[config.mk]
export PLATFORM = sky130hd
export DESIGN_NAME = ln_stat_accum
export DESIGN_NICKNAME = d
export VERILOG_FILES = /design/src/rtl/ln_stat_accum.sv
export SDC_FILE = /design/constraint.sdc
export NUM_CORES = 1
export LEC_CHECK = 0
export ABC_AREA = 1
export BUFFER_PORTS_ARGS = -buffer_cell sky130_fd_sc_hd__buf_2
export CORE_AREA = 2 2 170 172
export DETAILED_ROUTE_END_ITERATION = 10
export DIE_AREA = 0 0 172 174
export HOLD_SLACK_MARGIN = 0.03
export SLEW_MARGIN = 25
export SYNTH_ARGS = -nofsm -noshare
export SYNTH_HDL_FRONTEND = slang
export SYNTH_SLANG_ARGS = --single-unit
[constraint.sdc]
create_clock -name i_clk -period 8.8 [get_ports i_clk]
set_clock_uncertainty 0.2 [all_clocks]
set_input_delay 0 -clock i_clk [delete_from_list [all_inputs] [get_ports i_clk]]
set_output_delay 0 -clock i_clk [all_outputs]
set_load 0.02 [all_outputs]
[src/rtl/ln_stat_accum.sv]
// LayerNorm statistics stage: drains one N-sample vector from the input FIFO and
// produces its sum, sum of squares, floored mean and clamped variance.
module ln_stat_accum #(
   parameter  int WIDTH = 9,
   parameter  int N     = 8,
   localparam int LOG2N = $clog2(N)
) (
   input  logic                            i_clk,
   input  logic                            i_rstn,
   input  logic                            i_start,
   input  logic                            i_empty,
   input  logic signed [WIDTH-1:0]         i_data,
   output logic                            o_rd_en,
   output logic                            o_busy,
   output logic                            o_done,
   output logic signed [WIDTH+LOG2N-1:0]   o_sum,
   output logic        [2*WIDTH-2+LOG2N:0] o_sumsq,
   output logic signed [WIDTH-1:0]         o_mean,
   output logic        [2*WIDTH-2:0]       o_var
);

   localparam int SUMW = WIDTH + LOG2N;
   localparam int SQW  = 2*WIDTH - 1;
   localparam int SSQW = SQW + LOG2N;

   typedef enum logic [1:0] {IDLE, ACCUM, CALC, DONE} state_t;

   state_t                   state_q, state_d;
   logic signed [SUMW-1:0]   sumAcc_q, sumAcc_d;
   logic        [SSQW-1:0]   sqAcc_q, sqAcc_d;
   logic        [LOG2N-1:0]  count_q, count_d;
   logic signed [SUMW-1:0]   sumOut_q, sumOut_d;
   logic        [SSQW-1:0]   sqOut_q, sqOut_d;
   logic signed [WIDTH-1:0]  meanOut_q, meanOut_d;
   logic        [SQW-1:0]    varOut_q, varOut_d;
   logic                     done_q, done_d;

   logic                     rdEn;
   logic signed [SQW-1:0]    dataExt;
   logic signed [SQW-1:0]    dataSq;
   logic signed [WIDTH-1:0]  meanCalc;
   logic signed [SQW-1:0]    meanExt;
   logic        [SQW-1:0]    m2;
   logic        [SQW-1:0]    ex2;
   logic        [SQW-1:0]    varCalc;

   assign rdEn = (state_q == ACCUM) && !i_empty;

   // A square of a WIDTH-bit signed value always fits in 2*WIDTH-1 bits as a non-negative number.
   assign dataExt = {{(SQW-WIDTH){i_data[WIDTH-1]}}, i_data};
   assign dataSq  = dataExt * dataExt;

   // Dropping the low LOG2N bits of the signed sum is the arithmetic shift, so the mean floors.
   assign meanCalc = sumAcc_q[SUMW-1:LOG2N];
   assign meanExt  = {{(SQW-WIDTH){meanCalc[WIDTH-1]}}, meanCalc};
   assign m2       = meanExt * meanExt;
   assign ex2      = sqAcc_q[SSQW-1:LOG2N];
   assign varCalc  = (ex2 >= m2) ? (ex2 - m2) : '0;

   always_comb begin
      state_d   = state_q;
      sumAcc_d  = sumAcc_q;
      sqAcc_d   = sqAcc_q;
      count_d   = count_q;
      sumOut_d  = sumOut_q;
      sqOut_d   = sqOut_q;
      meanOut_d = meanOut_q;
      varOut_d  = varOut_q;
      done_d    = 1'b0;
      case (state_q)
         IDLE: begin
            if (i_start) begin
               state_d  = ACCUM;
               sumAcc_d = '0;
               sqAcc_d  = '0;
               count_d  = '0;
            end
         end
         ACCUM: begin
            if (rdEn) begin
               sumAcc_d = sumAcc_q + {{LOG2N{i_data[WIDTH-1]}}, i_data};
               sqAcc_d  = sqAcc_q + {{LOG2N{1'b0}}, dataSq};
               count_d  = count_q + LOG2N'(1);
               if (count_q == LOG2N'(N-1)) begin
                  state_d = CALC;
               end
            end
         end
         CALC: begin
            sumOut_d  = sumAcc_q;
            sqOut_d   = sqAcc_q;
            meanOut_d = meanCalc;
            varOut_d  = varCalc;
            done_d    = 1'b1;
            state_d   = DONE;
         end
         DONE: begin
            state_d = IDLE;
         end
         default: begin
            state_d = IDLE;
         end
      endcase
   end

   always_ff @(posedge i_clk or negedge i_rstn) begin
      if (!i_rstn) begin
         state_q   <= IDLE;
         sumAcc_q  <= '0;
         sqAcc_q   <= '0;
         count_q   <= '0;
         sumOut_q  <= '0;
         sqOut_q   <= '0;
         meanOut_q <= '0;
         varOut_q  <= '0;
         done_q    <= 1'b0;
      end else begin
         state_q   <= state_d;
         sumAcc_q  <= sumAcc_d;
         sqAcc_q   <= sqAcc_d;
         count_q   <= count_d;
         sumOut_q  <= sumOut_d;
         sqOut_q   <= sqOut_d;
         meanOut_q <= meanOut_d;
         varOut_q  <= varOut_d;
         done_q    <= done_d;
      end
   end

   assign o_rd_en = rdEn;
   assign o_busy  = (state_q != IDLE);
   assign o_done  = done_q;
   assign o_sum   = sumOut_q;
   assign o_sumsq = sqOut_q;
   assign o_mean  = meanOut_q;
   assign o_var   = varOut_q;

endmodule

After elaboration in Yosys (flattened, before gate mapping)
Index checks and enable logic that the tools add are counted.
{"block": "totals", "regBits": 96, "in_bits": 13, "out_inout_bits": 61, "wordCells": 45}
{"block": "classes", "add_sub_neg": 4, "mul": 2, "order_cmp": 1, "n_eq_ne": 7, "n_mux": 15, "n_reduce_logical": 7}
{"op": "$mux 20", "n": 2}
{"op": "$pmux 20 s2", "n": 1}
{"op": "$mul 9x9->17", "n": 2}
{"op": "$mux 12", "n": 2}
{"op": "$pmux 12 s2", "n": 1}
{"op": "$add 20x17->20", "n": 1}
{"op": "$ge 17x17->1", "n": 1}
{"op": "$mux 17", "n": 1}
{"op": "$sub 17x17->17", "n": 1}
{"op": "$add 12x12->12", "n": 1}
{"op": "$pmux 2 s4", "n": 1}
{"op": "$mux 2", "n": 3}
{"op": "$mux 3", "n": 2}
{"op": "$pmux 3 s2", "n": 1}
{"op": "$reduce_and 3->1", "n": 2}
{"op": "$eq 2x2->1 const B", "n": 2}
{"op": "$ne 2x2->1 const B", "n": 2}
{"op": "$reduce_bool 2->1", "n": 2}
{"op": "$add 3x1->3 const B", "n": 1}
{"op": "$eq 3x3->1 const B", "n": 1}
{"op": "$eq 2x1->1 const B", "n": 1}
{"op": "$logic_not 2->1", "n": 1}
{"op": "$ne 2x1->1 const B", "n": 1}
{"op": "$logic_and 1x1->1", "n": 1}
{"op": "2 further kinds", "n": 2}

Logic depth before layout (Yosys ltp)
Gate-level depths: netlist (run 1).
{"block": "depth", "word_depth": 4, "depth_mapped": 32, "ltp_nobuf": 31}

Worst setup path before layout (run 1)
No wires, ideal clock.
{"block": "synth_timing", "path_kind": "register -> register", "startpoint": "register sumAcc_q[11]", "endpoint": "register varOut_q[1] (netlist: o_var[1])", "setup_ns": 0.118, "arrival_time_ns": 5.565, "t_required_ns": 8.482, "slack_ns": 2.918, "path_stages_with_launch": 26, "n_path_buf": 2, "synth_period_minus_slack_ns": 5.882, "cell_sequence": "dfrtp_1 -> clkbuf_1 -> nand2_1 -> fa_1 -> inv_1 -> fa_1 -> fa_1 -> fa_1 -> fa_1 -> ha_1 -> a21oi_1 -> o21ai_0 -> a21oi_1 -> nor2_1 -> nor2_1 -> xor2_1 -> ha_1 -> nand2_1 -> nor2_1 -> nand2_1 -> nor2_1 -> nor2_1 -> nand2_4 -> buf_6 -> nand3b_1 -> nand2_1"}
{"block": "synth_between", "elab_chain_len": 3}
{"element": "start: declaration", "line_no": "29", "text": "logic signed [SUMW-1:0] sumAcc_q, sumAcc_d;"}
{"element": "start signal: assignment", "line_no": "119", "text": "sumAcc_q <= sumAcc_d;"}
{"element": "$mul 9x9->17", "line_no": "56", "text": "assign m2 = meanExt * meanExt;"}
{"element": "$ge 17x17->1", "line_no": "58", "text": "assign varCalc = (ex2 >= m2) ? (ex2 - m2) : '0;"}
{"element": "$mux 17", "line_no": "58"}
{"element": "end signal: assignment", "line_no": "125", "text": "varOut_q <= varOut_d;"}
{"element": "end: declaration", "line_no": "35", "text": "logic [SQW-1:0] varOut_q, varOut_d;"}
No other way between the ends.
A chain may end at the register's enable or synchronous reset.

Final worst setup path (run 1)
Same ends and word-level chain as after synthesis.

==> impl_results.md, run 1 <==
- Status: finished, final reports clean
- Warnings, synthesis: 0
- HP Class: in -> reg
- H-tree depth: 3
- Most frequent CP cell: nor2_1
- Largest net degree at the start of global routing: 73
- Die area: 0.02993 mm^2
- DR vias: 9,202
- Post-DP HPWL: between 20 and 25 mm
- Setup crit start kind: flip-flop
- Slew Viols, Final: 0
- Num CTS Buffers: 9
- Setup_tns: 0 ps
- Area delta synth->final: 8.984%
- Vias in the first global route: between 9,000 and 10,000
- First-pass GRT wire length: roughly 46 mm
- DRC viols: 0
- Antenna diodes: 0
- Root buffer cell: clkbuf_16
- Ports: 74
- Maximum single-stage delay on the critical path: roughly 570 ps
- Die span in x: 172 um
- Largest delay contributor family on the critical path: adder cells
- Max_cap viols: 0
- Routed wire length: 27.07 mm
- Top Usage Layer GRT: met2
- Finished Layout Cells: approximately 1,900
- Top post-synthesis cells by area: dfrtp_1, fa_1, nand2_1
- Synth unique cells: 38
- WL/cell: between 10 and 15 um
- Post-route core utilization: around 43%
- Post-CTS setup buffer count: 0
- Crit-path max FO: 17
- Resize count post-CTS: 0
- Hold Violations, Final: 0
- GRT Total Usage: 19.24%
- Layout cells sized above 1: 7.295%
- Final setup violation count: 0
- CTS sink cnt: 87
- Placer Congestion: roughly 0.9
- Syn_nets: 1,744
- Worst Max-Slew Pin Slew: between 600 and 700 ps
- IO Port Bufs: 73
- Syn avg cell area: approximately 7.4 um^2
- RSZ-0062 raised after global routing: no
- Total iterations of the first detailed-routing run: 5
- Number of flops mapped to enable cells by yosys: 0
- Initial antenna violation count: 0
- Main synth FF type: dfrtp_1
- Cell taking the most area after synthesis: dfrtp_1
- Worst EP arrival: about 6400 ps
- CTS tree: done
- Synthesized flop and latch total: 87
- Cells on Worst Hold Path: 4
- Cells after Synth: approximately 1,500
- WS Path Type: reg -> reg
- Vias per std cell: between 4 and 5
- Top-count cell post-synth: nand2_1
- Met1 Use GR: approximately 28%
- Number of cells after detailed placement: 1,913
- Register area share after synthesis: 19.59%
- DRT iter0 DRCs: 567
- Clk_lat worst skew: 360 ps
- Final nets: between 1,500 and 2,000
- Worst path slowest cell: dfrtp_1
- Worst path depth: 25
- Total gr overflow: 0
- Max Buffers Root-to-Sink: 2
- Row count: 62
- Post-Synthesis Cell Area: between 0.01 and 0.015 mm^2
- Ys async rst share: between 90% and 100%
- Fin crit share: between 70% and 80%
- Cells on worst reg2reg path: 25
- Max frequency: ~160 MHz
- CP Capture Type: flip-flop
- Worst-path clk slew: ~70 ps
- Routed Antenna Nets: 0
- Tmin final: approximately 6400 ps
- Rel. slew slack: 55.30%
- Die Y: 174 um
- GR Layer Usage met3: ~2.8%
- Synth top area share: between 15 and 20%
- CP Buf/Inv Count: 3
- Required @ worst endpoint: just under 9000 ps
- Core area: ~0.028 mm^2
- Starting Density: 39.36%
- Commonest cells post-synth: nand2_1, inv_1, ha_1
- Met2 usage: ~31%
==> worst reg2reg max path, delay by kind of cell (launching register included) <==
family | cells | cell delay [ps]
adder cells (fa/ha/maj) | 7 | 3240
AO/OA/AOI/OAI | 3 | 550
AND/OR/NAND/NOR | 11 | 1140
XOR/XNOR | 1 | 190
flip-flops | 1 | 570
buffers and inverters | 3 | 370
==> through the flow <==
stage / hold slack [ps] / setup WS (ps) / area (um^2)
final: 34.64 / 2418 / 12110
after global routing: 53.92 / 1853 / 12110
after CTS: 31.84 / 2396 / 12110
after detailed placement: -174.6 / 2413 / 11770
after global placement: -187.9 / 2591 / 11770
after floorplan: -495.6 / 2918 / 11110
==> sequential cells by signal (all words and copies together) (netlist names) <==
signal,count
sumAcc_q,12
o_var,17
o_sum,12
count_q,3
state_q,2
o_done,1
sqAcc_q,20
o_sumsq,20
==> logic make-up after synthesis <==
| kind of cell | share of synthesized area (%) |
|---|---|
| and+or+nand+nor | 22.64 |
| buffers and inverters | 12.13 |
| adders and majority gates | 33.75 |
| AOI/OAI and AO/OA | 8.106 |
| DFF | 19.59 |
| xor gates and xnor gates | 3.783 |
==> per-layer routing <==
metal  vias up  part of all wire, %
met2       183                   45
li1       4687                    -
met5         -                    0
met4         0                 0.86
met1      4311                   50
met3        21                  4.4
==> timing repair <==
| action | CTS | global route |
|---|---|---|
| hold buffers | 4 | 0 |
| endpoints found under the hold margin | 41 | 0 |
| endpoints found under the setup margin | 0 | 0 |
==> placed cells by master, fill, tap and decap left out, types with 2 or more instances in the layout <==
cell type      instances
nand2_1              430
inv_1                296
ha_1                 127
fa_1                 108
dfrtp_1               87
nor2_1                83
nand3_1               72
buf_2                 72
o21ai_0               66
a21oi_1               56
xor2_1                31
xnor2_1               17
o22ai_1               10
o21bai_1               9
clkbuf_16              9
nor3_1                 8
nand4_1                5
a31oi_1                5
nand2_2                5
nand3b_1               5
a21o_1                 4
or2_2                  4
inv_2                  4
and2_1                 4
buf_4                  4
a21oi_2                3
dlygate4sd3_1          3
o31ai_1                2
o211ai_1               2
a22o_1                 2
clkbuf_8               2
inv_6                  2
==> path summary, 6_finish.rpt <==
kind                                   start            to  slack [ps]
worst min-delay path               i_data[0]   sumAcc_q[0]          30
max in group asynchronous             i_rstn  sumAcc_q[10]        7250
worst max-delay path            sumAcc_q[11]      o_var[1]        2420
worst max register to register  sumAcc_q[11]      o_var[1]        2420
worst min register to register   o_sumsq[19]   o_sumsq[19]         270
min in group asynchronous             i_rstn    o_sumsq[9]         500
==> layout make-up <==
class | count | area (um^2)
Fill cell | 2968 | 16130
Timing Repair Buffer | 80 | 440.4
Tap cell | 384 | 480.5
Clock inverter | 4 | 36.28
Sequential cell | 87 | 2177
Inverter | 301 | 1132
Clock buffer | 12 | 256.5
Multi-Input combinational cell | 1065 | 7589
Power of run 1 is not shown: default switching activity piles up to over one toggle a cycle in this logic, so the estimate is an artifact.
==> run 2: changes to the inputs <==
clock period = 5.7 ns   (was 8.8 ns; I/O delays follow)
==> run 2 against run 1 <==
Maximum frequency increased by 13%. Core utilization increased by 4.6 points. Hold slack improved by 15 ps. Critical path depth decreased by 1. Via count increased by 3.9%. Sequential share of layout area decreased by 1.7 points. First-iteration DRC count decreased by 3.2%. Highest routed layer unchanged.
==> impl_results.md, run 2 (synthesized netlist as in run 1, its figures left out) <==
- Area delta synth->final: 20.70%
- Routed Antenna Nets: 0
- Status: finished, final reports clean
- Max frequency: 176.6 MHz
- Starting Density: between 30% and 40%
- Worst EP arrival: ~5800 ps
- Num CTS Buffers: 9
- CTS sink cnt: just under 90
- Required @ worst endpoint: 5800 ps
- Most frequent cells in the layout: nand2_1, inv_1, ha_1
- Vias in the first global route: roughly 9,400
- Layout cells sized above 1: between 10% and 20%
- Final setup violation count: 0
- Total gr overflow: 0
- Final nets: about 1,900
- Core area: ~0.028 mm^2
- Worst Max-Slew Pin Slew: around 700 ps
- Max_cap viols: 0
- Sequential Area: roughly 0.0022 mm^2
- WL/cell: approximately 14 um
- Slew Viols, Final: 0
- Hold Violations, Final: 0
- Fin area: about 0.013 mm^2
- Hold Crit Start: i_data[0]
- Crit-path max FO: 5
- Row count: 62
- First-pass GRT wire length: 47.23 mm
- Maximum single-stage delay on the critical path: roughly 600 ps
- CP Cell Sequence: inv_2 -> nor2_1 -> fa_1 -> inv_1 -> fa_1 -> inv_1 -> fa_1 -> fa_1 -> fa_2 -> ha_4 -> a21oi_4 -> o21ai_2 -> buf_4 -> nand2_1 -> nand3_1 -> xor2_1 -> ha_1 -> inv_2 -> o31ai_4 -> nor2_4 -> buf_12 -> nand2_4 -> nand3_1 -> nand2_1
- Setup crit start kind: flip-flop
- Reg2reg start: sumAcc_q[11]
- IO Port Bufs: between 70 and 80
- Fin crit share: 99.37%
- Number of cells after detailed placement: 1,981
- Routed wire length: about 29 mm
- Die Y: 174 um
- Most frequent CP cell: fa_1
- DRT iter0 DRCs: 549
- Critical Path Start: sumAcc_q[11]
- Placed Instance Area: ~0.012 mm^2
- Vias per std cell: roughly 4.7
- Die span in x: between 150 and 200 um
- Rel. slew slack: 53.52%
- DRC viols: 0
- Finished Layout Cells: approximately 2,000
- Worst-path clk slew: ~70 ps
- CTS tree: done
- DR vias: 9,560
- Commonest non-fill, non-tap cell in the layout: nand2_1
- H-tree depth: 3
- Root buffer cell: clkbuf_16
- Antenna diodes: 0
- HP Class: in -> reg
- # fillers: approximately 2,800
- CP Buf/Inv Count: 6
- Ports: 74
- RSZ-0062 raised after global routing: yes
- Post-route core utilization: between 40% and 50%
- GRT Total Usage: ~20%
- Multi-input logic area: slightly above 0.008 mm^2
- CP Capture Type: flip-flop
- Total iterations of the first detailed-routing run: 5
- Worst path slowest cell: fa_2
- WS Path Type: reg -> reg
- Max Buffers Root-to-Sink: 2
- Die area: 0.02993 mm^2
- Placer Congestion: between 0.8 and 0.9
- Initial antenna violation count: 0
- Largest net degree at the start of global routing: 73
- Post-DP HPWL: roughly 23 mm
- Clk_lat worst skew: around 360 ps
- Tmin final: 5664 ps
- Largest delay contributor family on the critical path: adder cells
==> run 2: timing repair <==
item / in CTS / in global routing
endpoints found under the hold margin: 44 / 0
pin swaps: 13 / 66
gates resized for setup: 27 / 103
gates cloned: 2 / 0
setup endpoints to repair: 17 / 27
hold buffers: 6 / 0
setup buffers: 3 / 9
==> run 2: through the flow <==
step | hold slack, ps | setup WS [ps] | TNS [ps]
after floorplan | -495.6 | 7.952 | 0
final | 49.63 | 35.90 | 0
after global placement | -182.8 | -2.630 | -2.630
after CTS | 82.58 | 5.699 | 0
after detailed placement | -179.3 | -78.60 | -978.8
after global routing | 72.47 | -198.8 | -3012
==> run 2: worst reg2reg max path: stages (launching register included) <==
cell and delay (ps):
dfrtp_2 440, inv_2 70, nor2_1 50, fa_1 530
inv_1 60, fa_1 530, inv_1 50, fa_1 450
fa_1 500, fa_2 610, ha_4 230, a21oi_4 140
o21ai_2 90, buf_4 140, nand2_1 50, nand3_1 70
xor2_1 150, ha_1 370, inv_2 100, o31ai_4 300
nor2_4 70, buf_12 150, nand2_4 80, nand3_1 100
nand2_1 70
==> run 2: cell type report <==
class,instances,share of cell area (%)
Clock buffer,9,1.679
Multi-Input combinational cell,1067,61.10
Timing Repair Buffer,162,8.180
Clock inverter,7,0.6716
Sequential cell,87,16.28
Tap cell,384,3.582
Inverter,301,8.507
==> run 2: final timing paths <==
kind                                 to  slack, ps  cells past startpoint
max                           o_var[16]         40                     24
min                         sumAcc_q[0]         50                      5
min reg2reg                 o_sumsq[19]        270                      2
max reg2reg                   o_var[16]         40                     24
min in group asynchronous    o_sumsq[7]        490                      4
max in group asynchronous  sumAcc_q[11]       4130                      4
==> run 2: routing by layer <==
metal	up-vias	track usage, %	routed length, um
li1	4870	-	-
met4	0	3.536	298
met2	208	32.51	13150
met3	18	2.846	1215
met1	4464	28.38	14310
met5	-	0	0
Power of run 2 is left out for the same reason.
==> run 3: changes to the inputs <==
BUFFER_PORTS_ARGS = default   (was -buffer_cell sky130_fd_sc_hd__buf_2)
DONT_BUFFER_PORTS = 1   (was default)
==> run 3 against run 2 <==
The flow now finishes with violations (negative setup slack). Final area fell by 4.6%. Routed wire length fell by 1.2%. Worst setup slack got worse by 77 ps. Non-clock buffer count fell by 81. Sequential share of layout area rose by 0.78 points. Hold slack got worse by 28 ps. Core utilization fell by 2.2 points. Clock-buffer cell count did not move. Global-route usage fell by 0.23 points. Maximum frequency fell by 1.3%.
==> impl_results.md, run 3 (synthesized netlist as in run 1, its figures left out) <==
- Status: finished, violations left
- Failing checks: negative setup slack
- Cells on worst reg2reg path: 25
- DRC viols: 0
- Final nets: between 1,500 and 2,000
- IO Port Bufs: 0
- Crit-path max FO: 5
- WS Path Type: reg -> reg
- RSZ-0062 raised after global routing: yes
- Required @ worst endpoint: 5750 ps
- Critical Path Start: sumAcc_q[4]
- Die area: roughly 0.03 mm^2
- Largest net degree at the start of global routing: a little under 90
- Num CTS Buffers: 9
- Worst-path clk slew: roughly 80 ps
- Hold Violations, Final: 0
- Worst EP arrival: around 5800 ps
- CTS sink cnt: 87
- Area delta synth->final: 15.13%
- Most frequent cells in the layout: nand2_1, inv_1, ha_1
- Tmin final: approximately 5700 ps
- Slew Viols, Final: 0
- Rel. slew slack: roughly 56%
- Reg-to-Reg End: o_var[9]
- Starting Density: 39.36%
- Reg2reg start: sumAcc_q[4]
- WL/cell: between 10 and 15 um
- Max_cap viols: 0
- Layout cells sized above 1: around an eighth
- Worst hold slack: between 20 and 25 ps
- Post-route core utilization: 45.31%
- CP Capture Type: flip-flop
- Max frequency: between 150 and 200 MHz
- Antenna diodes: 0
- Routed Antenna Nets: 0
- Die span in x: around 170 um
- Row count: slightly above 60
- Ports: 74
- Die Y: 174 um
- DRT iter0 DRCs: between 600 and 700
- H-tree depth: 3
- Critical Path End: o_var[9]
- Post-DP HPWL: about 22 mm
- Routed wire length: around 29 mm
- CTS tree: done
- Placed Instance Area: roughly 0.012 mm^2
- Vias in the first global route: roughly 9,200
- Final setup violation count: 17
- Fin area: approximately 0.013 mm^2
- GRT Total Usage: between 10% and 20%
- Place WS: -148.2 ps
- Worst Max-Slew Pin Slew: 666.8 ps
- Reg2Reg Setup Slack: -40 ps
- Setup crit start kind: flip-flop
- Clk_lat worst skew: 360 ps
- Commonest non-fill, non-tap cell in the layout: nand2_1
- Total gr overflow: 0
- Core area: ~0.028 mm^2
- Fin worst setup slack: -41.04 ps
- Placer Congestion: between 0.8 and 0.9
- Total iterations of the first detailed-routing run: 5
- Vias per std cell: around 4.8
- First-pass GRT wire length: approximately 47 mm
- Initial antenna violation count: 0
- DR vias: just over 9,000
- Fin crit share: 100.7%
- Max Buffers Root-to-Sink: 2
- Root buffer cell: clkbuf_16
- HP Class: in -> async
-- run 3: changes by cell type in the layout (fill, tap and decap cells not counted), sizes merged --
cell,delta
buf,-88
dlygate4sd3,+8
clkinv,+2
bufinv,-1
clkinvlp,-1
dlymetal6s4s,-1
-- run 3: through the flow --
stage               setup TNS (ps)  cells
CTS                              0   1924
global route                 -4696   1936
floorplan                        0   1496
finish                      -350.3   1936
global placement            -289.5   1886
detailed placement           -2008   1886
-- run 3: worst min-delay path by stage --
stage	end	slack, ps	cells past startpoint	startpoint
after detailed placement	o_sumsq[6]	-490	0	i_rstn
after global routing	sqAcc_q[8]	80	2	i_rstn
after CTS	sqAcc_q[9]	40	2	i_rstn
after floorplan	count_q[0]	-500	0	i_rstn
after global placement	o_sumsq[9]	-490	0	i_rstn
final	sqAcc_q[8]	20	2	i_rstn
-- run 3: per-layer routing --
metal | global-route usage [%] | wire [um] | up-vias
li1 | - | - | 4706
met1 | 28.19 | 14050 | 4396
met2 | 31.36 | 12590 | 199
met3 | 3.347 | 1510 | 36
met4 | 3.957 | 486 | 0
met5 | 0 | 0 | -
-- run 3: timing repair --
item	4_1_cts	5_1_grt
pin swaps	23	52
gates cloned	2	0
endpoints found under the setup margin	17	17
hold buffers	13	0
buffers inserted	7	12
resized for setup	27	65
endpoints found under the hold margin	107	0
-- run 3: cell type report --
type	instances	area, um^2
Sequential cell	87	2182
Inverter	301	1132
Clock buffer	9	225.2
Tap cell	384	480.5
Multi-Input combinational cell	1067	8026
Fill cell	2857	15440
Clock inverter	7	78.83
Timing Repair Buffer	81	669.4
-- run 3: worst max-delay path: stages (launching register included) --
cell,delay (ps)
dfrtp_1,430
nand2_2,100
inv_2,40
fa_1,540
inv_2,40
fa_1,510
inv_2,40
fa_1,550
fa_1,450
fa_2,610
ha_4,240
a21oi_4,150
o21ai_2,90
a21oi_2,160
nor2_1,80
nor2_1,130
xor2_1,180
ha_2,350
nand2_4,110
nor2_4,40
nand2_2,60
nor2_2,50
nor2_4,220
nand2_4,130
nand3_1,90
nand2_1,70
Power of run 3 is left out for the same reason.
